===== config.mk =====
export PLATFORM = sky130hd
export DESIGN_NAME = alu_issue_ctrl
export DESIGN_NICKNAME = d
export VERILOG_FILES = /design/src/rtl/mini_core_alu_pkg.sv /design/src/rtl/issue_timer.sv /design/src/rtl/alu_issue_ctrl.sv
export SDC_FILE = /design/constraint.sdc
export NUM_CORES = 1
export LEC_CHECK = 0
export CAP_MARGIN = 20
export CORE_MARGIN = 2
export CORE_UTILIZATION = 42
export DETAILED_ROUTE_END_ITERATION = 10
export GPL_TIMING_DRIVEN = 1
export PLACE_DENSITY = 0.8
export SYNTH_ARGS = -nofsm -noshare
export SYNTH_HDL_FRONTEND = slang
export SYNTH_SLANG_ARGS = --single-unit

===== constraint.sdc =====
create_clock -name clk -period 2.25 [get_ports clk]
set_input_delay 0.45 -clock clk [delete_from_list [all_inputs] [get_ports clk]]
set_output_delay 0.45 -clock clk [all_outputs]
set_load 0.02 [all_outputs]

===== src/rtl/mini_core_alu_pkg.sv =====
// Shared opcode, state and helper definitions for the Mini-core packed add/sub path.
// Imported by the issue controller and reusable by sibling execution-unit issuers.
package mini_core_alu_pkg;

   localparam int OP_W = 2;

   localparam logic [OP_W-1:0] OP_ADD = 2'd0;
   localparam logic [OP_W-1:0] OP_SUB = 2'd1;

   typedef enum logic [1:0] {
      IDLE  = 2'd0,
      ISSUE = 2'd1,
      WAIT  = 2'd2,
      RESP  = 2'd3
   } state_t;

   function automatic logic is_legal_op(input logic [OP_W-1:0] op);
      return (op == OP_ADD) || (op == OP_SUB);
   endfunction

endpackage


===== src/rtl/issue_timer.sv =====
// Cycle counter for bounding an execution-unit wait; expired is high when the
// count has reached LIMIT-1, i.e. on the last allowed waiting cycle.
module issue_timer #(
   parameter int LIMIT = 15,
   parameter int TW    = 8
) (
   input  logic clk,
   input  logic rst,
   input  logic clear,
   input  logic enable,
   output logic expired
);

   localparam logic [TW-1:0] LAST_COUNT = TW'(LIMIT - 1);

   logic [TW-1:0] count_reg;

   always_ff @(posedge clk) begin
      if (rst || clear) begin
         count_reg <= '0;
      end else if (enable) begin
         count_reg <= count_reg + 1'b1;
      end
   end

   assign expired = (count_reg == LAST_COUNT);

endmodule


===== src/rtl/alu_issue_ctrl.sv =====
// Initiator for the packed 4-bit-lane add/sub unit: accepts a command, validates
// the opcode, pulses the unit, waits for done or timeout and returns the result.
module alu_issue_ctrl
   import mini_core_alu_pkg::*;
#(
   parameter int TIMEOUT_CYCLES = 15,
   parameter int TW             = 8
) (
   input  logic            clk,
   input  logic            rst,
   input  logic            cmd_valid,
   output logic            cmd_ready,
   input  logic [7:0]      cmd_in1,
   input  logic [7:0]      cmd_in2,
   input  logic [OP_W-1:0] cmd_op,
   output logic [7:0]      unit_in1,
   output logic [7:0]      unit_in2,
   output logic [OP_W-1:0] unit_op,
   output logic            unit_start,
   input  logic            unit_is_done,
   input  logic [7:0]      unit_out,
   output logic            res_valid,
   input  logic            res_ready,
   output logic [7:0]      res_data,
   output logic            res_err
);

   state_t state_reg;
   state_t state_next;

   logic accept;
   logic load_result;
   logic load_error;
   logic timer_expired;

   logic [7:0]      unit_in1_reg;
   logic [7:0]      unit_in2_reg;
   logic [OP_W-1:0] unit_op_reg;
   logic [7:0]      res_data_reg;
   logic            res_err_reg;

   // The timer only runs in WAIT and restarts from zero on every entry.
   issue_timer #(
      .LIMIT (TIMEOUT_CYCLES),
      .TW    (TW)
   ) u_timer (
      .clk     (clk),
      .rst     (rst),
      .clear   (state_reg != WAIT),
      .enable  (state_reg == WAIT),
      .expired (timer_expired)
   );

   always_ff @(posedge clk) begin
      if (rst) begin
         state_reg <= IDLE;
      end else begin
         state_reg <= state_next;
      end
   end

   always_comb begin
      state_next  = state_reg;
      accept      = 1'b0;
      load_result = 1'b0;
      load_error  = 1'b0;
      case (state_reg)
         IDLE: begin
            if (cmd_valid && cmd_ready) begin
               accept = 1'b1;
               if (is_legal_op(cmd_op)) begin
                  state_next = ISSUE;
               end else begin
                  load_error = 1'b1;
                  state_next = RESP;
               end
            end
         end
         ISSUE: begin
            if (unit_is_done) begin
               load_result = 1'b1;
               state_next  = RESP;
            end else begin
               state_next = WAIT;
            end
         end
         WAIT: begin
            // Completion takes priority over a coincident timeout.
            if (unit_is_done) begin
               load_result = 1'b1;
               state_next  = RESP;
            end else if (timer_expired) begin
               load_error = 1'b1;
               state_next = RESP;
            end
         end
         RESP: begin
            if (res_ready) begin
               state_next = IDLE;
            end
         end
         default: state_next = IDLE;
      endcase
   end

   // Operands stay held after the operation so the combinational unit stays quiet.
   always_ff @(posedge clk) begin
      if (rst) begin
         unit_in1_reg <= '0;
         unit_in2_reg <= '0;
         unit_op_reg  <= '0;
         res_data_reg <= '0;
         res_err_reg  <= 1'b0;
      end else begin
         if (accept) begin
            unit_in1_reg <= cmd_in1;
            unit_in2_reg <= cmd_in2;
            unit_op_reg  <= cmd_op;
         end
         if (load_result) begin
            res_data_reg <= unit_out;
            res_err_reg  <= 1'b0;
         end else if (load_error) begin
            res_data_reg <= '0;
            res_err_reg  <= 1'b1;
         end
      end
   end

   assign cmd_ready  = (state_reg == IDLE) && !rst;
   assign unit_start = (state_reg == ISSUE);
   assign res_valid  = (state_reg == RESP);
   assign unit_in1   = unit_in1_reg;
   assign unit_in2   = unit_in2_reg;
   assign unit_op    = unit_op_reg;
   assign res_data   = res_data_reg;
   assign res_err    = res_err_reg;

endmodule


# Word-level counts from Yosys, hierarchy flattened
# Index checks and enable logic that the tools add are counted.
[totals]
regBits = 37
input_bits = 31
elab_cells = 46
[classes]
addsub = 1
n_eq_ne = 9
muxes = 18
n_reduce_logical = 11
[op_table]
columns = ["cell", "n"]
rows = [
  ["$mux W8", 2],
  ["$mux W2", 5],
  ["$mux W1", 9],
  ["$add A8 B1 Y8 const B", 1],
  ["$eq A8 B4 Y1 const B", 1],
  ["$pmux W2 S4", 1],
  ["$eq A2 B1 Y1 const B", 2],
  ["$eq A2 B2 Y1 const B", 2],
  ["$logic_not A2 Y1", 2],
  ["$ne A2 B2 Y1 const B", 2],
  ["$reduce_or A2 Y1", 2],
  ["$ne A3 B3 Y1 const B", 1],
  ["$reduce_and A3 Y1", 1],
  ["$logic_and A1 B1 Y1", 2],
  ["$logic_or A1 B1 Y1", 2],
  ["$ne A2 B1 Y1 const B", 1],
  ["$pmux W1 S2", 1],
  ["$reduce_bool A2 Y1", 1],
  ["$logic_not A1 Y1", 1],
]

# Logic depth before layout (Yosys ltp)
[logic_depth]
depth_word = 7
mapped_depth = 8

# Cells and area by module
# From an unflattened synthesis, not the netlist that was laid out.
[hier_totals]
hier_cells = 168
area_unflattened_um2 = 1544.0
[by_module_without_submodules]
columns = ["mod", "instances", "cells_each", "area_per_inst_um2"]
rows = [
  ["alu_issue_ctrl", 1, 126, 1159.9],
  ["issue_timer", 1, 42, 384.1],
]

# Worst setup path after synthesis
# Ideal clock, no wire load.
[synth_timing]
path_kind = "register to register"
from = "reg u_timer.count_reg[4]"
to = "reg res_data_reg[0], in the netlist res_data[0]"
t_arrival_ns = 1.479
t_required_ns = 2.133
slack_ns = 0.654
stages_incl_launch_ff = 5
n_path_buf = 0
period_less_slack_ns = 1.596
path_cell_list = "dfxtp_1 -> or4_4 -> o41ai_4 -> nor3b_2 -> a22o_1"
[synth_between]
elab_chain_len = 5
[synth_lines]
columns = ["item", "line", "text"]
rows = [
  ["from (decl)", "issue_timer.sv:16", "logic [TW-1:0] count_reg;"],
  ["from (signal assigned)", "issue_timer.sv:22", "count_reg <= count_reg + 1'b1;"],
  ["$eq A8 B4 Y1", "issue_timer.sv:26", "assign expired = (count_reg == LAST_COUNT);"],
  ["$mux W1", "alu_issue_ctrl.sv:92", "end else if (timer_expired) begin"],
  ["$mux W1", "alu_issue_ctrl.sv:89", "if (unit_is_done) begin"],
  ["$pmux W1 S2", "alu_issue_ctrl.sv:67", "case (state_reg)"],
  ["$reduce_bool A2 Y1 (no line)", "n/a", ""],
  ["to (signal assigned)", "alu_issue_ctrl.sv:121", "res_data_reg <= unit_out;"],
  ["to (decl)", "alu_issue_ctrl.sv:39", "logic [7:0] res_data_reg;"],
]
# Every way passes these cells.
# A chain may end at the register's enable or synchronous reset.

# Final worst setup path
[layout_timing]
from = "reg state_reg[1]"
to = "out unit_start"
[layout_between]
elab_chain_len = 1
[layout_lines]
columns = ["item", "line", "text"]
rows = [
  ["from (decl)", "alu_issue_ctrl.sv:28", "state_t state_reg;"],
  ["from (signal assigned)", "alu_issue_ctrl.sv:58", "state_reg <= state_next;"],
  ["$eq A2 B1 Y1", "alu_issue_ctrl.sv:131", "assign unit_start = (state_reg == ISSUE);"],
  ["to (decl)", "alu_issue_ctrl.sv:19", "output logic unit_start,"],
]
# Every way passes these cells.

==> summary.log <==
INFO  detailed_routing wire_per_inst=12.6µm
INFO  yosys          yosys.area_share.adder=0.0578
INFO  sta            setup_violations=0
INFO  sta            transition_time_at_the_pin_with_the_least_slew_margin=0.569ns
INFO  global_route   antenna_found_initial=0
INFO  cts            clk_root_buffer_cell=sky130_fd_sc_hd__clkbuf_4
INFO  hold_path      holdPathStages=2
INFO  critical_path  worst-endpoint-arrival=1.63ns
INFO  yosys          ys_flop_type=sky130_fd_sc_hd__dfxtp_1
INFO  cts            cts_tree=built
INFO  sta            endpoints_failing_hold=0
INFO  critical_path  critical-path-max-stage-delay=0.54ns
INFO  detailed_routing viasPerCell=4.91
INFO  yosys          syn-num-nets=203
INFO  pwr            total_power=0.00207W
INFO  critical_path  cpLargestDelayFamily=buffers and inverters
INFO  placement      placedInstanceArea=2180µm²
INFO  detailed_routing postRouteAntennaNets=0
INFO  pwr            power_density=919nW/µm²
INFO  sta            fin_skew=0.0113ns
INFO  yosys          postSynth.asyncResetShare=0
INFO  global_route   top_usage_layer=met2
INFO  global_route   use_met3=0.0440
INFO  sta            setup_repair_after_global_routing_missed_its_margin=false
INFO  floorplanning  die_x=64.1µm
INFO  outcome        run_status=finished, final reports clean
INFO  floorplanning  boundaryPins=61
INFO  cts            clock-sinks=37
INFO  sta            final.min_clock_period=2.08ns
INFO  detailed_routing post-route-drc-count=0
INFO  cts            cts_buffers=5
INFO  detailed_routing drt_first_pass_iters=4
INFO  hold_path      min_delay_worst_endpoint=unit_op[1]
INFO  critical_path  crit_chain=inv_1 -> ha_1 -> clkdlybuf4s50_1
INFO  detailed_routing via_count=1356
INFO  yosys          synth_top_family_by_area=simple AND/OR/NAND/NOR gates
INFO  layout         post_route_cells_drive_above_1_share=0.0696
INFO  pwr            total_leakage_power=0.926nW
INFO  yosys          synth-compound-area-share=0.120
INFO  yosys          synthesis.instances=165
INFO  global_route   grt_first_pass_wirelength=5.85mm
INFO  critical_path  reg2regPathDepth=6
INFO  floorplanning  die_h=64.1µm
INFO  critical_path  cp-startpoint=state_reg[1]
INFO  detailed_routing initialDrtViolationCount=42
INFO  placement      place_congestion=0.759
INFO  hold_path      hold_path_startpoint=unit_op[1]
INFO  layout         diodes=0
INFO  critical_path  cp.required=1.80ns
INFO  placement      dp_hpwl=2.62mm
INFO  yosys          ys.warnings.count=0
INFO  yosys          syn_area=1520µm²
INFO  yosys          synth_xor_area_frac=0.0231
INFO  critical_path  critical_path_class=flip-flop to output port
INFO  floorplanning  core.rowCount=21
INFO  floorplanning  placeableCoreArea=3390µm²
INFO  global_route   grtUsageMet1=0.222
INFO  cts            clk-insertion-delay-late=0.34ns
INFO  yosys          synth_seq_area_share=0.488
INFO  critical_path  critPathBufInv=2
INFO  hold_path      worst_hold_class=flip-flop to flip-flop
INFO  global_route   largest_net_degree_at_the_start_of_global_routing=19
INFO  global_route   met2_routing_resource_usage_after_global_routing=0.306
INFO  layout         layout_net_count=268
INFO  yosys          synth.area.mux_share=0.00660
INFO  sta            fmax=480MHz
INFO  cts            cts_buffer_depth=2
INFO  sta            timing.setup.tns=0ns
INFO  critical_path  startpoint_of_the_worst_slack_reg_to_reg_timing_path=state_reg[1]
INFO  yosys          basic_gate_share_of_the_synthesized_area_counting_and_or_nand_and_nor_cells=0.273
INFO  floorplanning  floorplan.initialDensity=0.447
INFO  critical_path  setup.worst_path.end_class=output port
INFO  layout         area_growth_from_synthesis_to_final_layout=48.8%
INFO  layout         final_util=0.666
INFO  yosys          syn_avg_cell_area=9.19µm²
INFO  critical_path  crit_path_start_kind=flip-flop
INFO  global_route   grt_usage=0.185
INFO  global_route   overflow=0
INFO  layout         finalInstanceArea=2260µm²
INFO  flow_run       max-cap-violations=0
INFO  yosys          synth_edf_count=0
INFO  cts            clk_pin_slew_worst_setup_hold_paths=0.11ns
INFO  pwr            ir_drop=535µV
INFO  cts            cts_max_level=2
INFO  sta            final-max-slew-violation-count=0
INFO  critical_path  worst-r2r-setup-slack=0.44ns
INFO  cts            cts_hold_buffers=0
INFO  sta            max_slew_margin=0.621
INFO  detailed_routing final_routed_wirelength=3.47mm
INFO  critical_path  critical-path-slowest-cell=sky130_fd_sc_hd__clkdlybuf4s50_1
INFO  sta            final.period_utilization=0.925
INFO  yosys          ys_types=30
INFO  global_route   via_count_of_the_first_global_routing_pass=1313
INFO  floorplanning  die_area=4110µm²
INFO  critical_path  crit-reg2reg-capture=res_data[2]
INFO  critical_path  crit_fanout=5
INFO  placement      place.port_buffers=60
INFO  yosys          synth_seq_cells=37
## metal layers
metal  vias up  share of wire
li1        687              -
met1       609           0.44
met3         8          0.066
met4         0          0.021
met5         -              0
met2        52           0.47
## what timing repair did
action / in CTS / in global routing
gates resized for setup: 1 / 0
buffers inserted: 0 / 0
hold endpoints to repair: 0 / 0
setup endpoints to repair: 1 / 0
## power by group
group / leakage [nW] / switching (W) / internal, W
clock network: 0.0410 / 0.000212 / 0.000226
registers: 0.302 / 0.0000757 / 0.000777
logic: 0.582 / 0.000402 / 0.000379
## through the flow
| stage | hold WS, ns | setup WS [ns] | instances |
|---|---|---|---|
| CTS | 0.473 | 0.165 | 276 |
| detailed placement | 0.458 | 0.0556 | 269 |
| global route | 0.495 | 0.0823 | 276 |
| floorplan | 0.441 | 0.654 | 165 |
| global placement | 0.445 | 0.106 | 269 |
| finish | 0.469 | 0.168 | 276 |
## worst max path at each step
stage                     cells past startpoint  slack (ns)           to
after global routing                          3        0.08   unit_start
after floorplan                               4        0.65  res_data[0]
after global placement                        3        0.11    cmd_ready
final                                         3        0.17   unit_start
after CTS                                     3        0.17   unit_start
after detailed placement                      6        0.06  res_data[2]
## cell usage in the layout, fill, tap and decap left out, types with 3 or more instances in the layout
master	instances
sky130_fd_sc_hd__ha_1	7
sky130_fd_sc_hd__dfxtp_1	37
sky130_fd_sc_hd__buf_4	5
sky130_fd_sc_hd__nand3_1	3
sky130_fd_sc_hd__nor2_1	10
sky130_fd_sc_hd__nand2_1	39
sky130_fd_sc_hd__clkbuf_4	5
sky130_fd_sc_hd__inv_1	5
sky130_fd_sc_hd__a22o_1	8
sky130_fd_sc_hd__clkdlybuf4s50_1	59
sky130_fd_sc_hd__nand3b_1	17
sky130_fd_sc_hd__a21oi_1	6
## tightest hold or removal path, cell delays in order, from the launching register on
cell and delay, ns:
sky130_fd_sc_hd__dfxtp_1 0.33, sky130_fd_sc_hd__nand2_1 0.05, sky130_fd_sc_hd__a21oi_1 0.05
## kinds of logic after synthesis
kind of cell               count (synthesis)
xor gates and xnor gates                   4
muxes                                      1
AOI/OAI and AO/OA                         23
adders and majority gates                  7
and+or+nand+nor                           81
buffers and inverters                     12
DFF                                       37
## cell usage after synthesis (all sizes together), types with 2 or more instances
library cell / number / area (µm²)
nand2b: 2 / 12.5
o21ai: 3 / 15.0
nand2: 39 / 146
a21oi: 6 / 30.0
nor2b: 2 / 12.5
a211oi: 2 / 15.0
or3: 2 / 12.5
a22o: 8 / 70.1
nor2: 10 / 37.5
xnor2: 2 / 17.5
clkbuf: 6 / 22.5
dfxtp: 37 / 741
inv: 5 / 18.8
xor2: 2 / 17.5
nand3: 3 / 15.0
ha: 7 / 87.6
nand3b: 17 / 128
## cell type report
type | instances | area, µm²
fill | 279 | 1130
sequential | 37 | 741
multi-input combinational | 116 | 729
timing repair buffer | 65 | 637
tap | 46 | 57.6
clock buffer | 5 | 37.5
clock inverter | 2 | 35.0
inverter | 5 | 18.8
(Power assumes the default switching activity.)
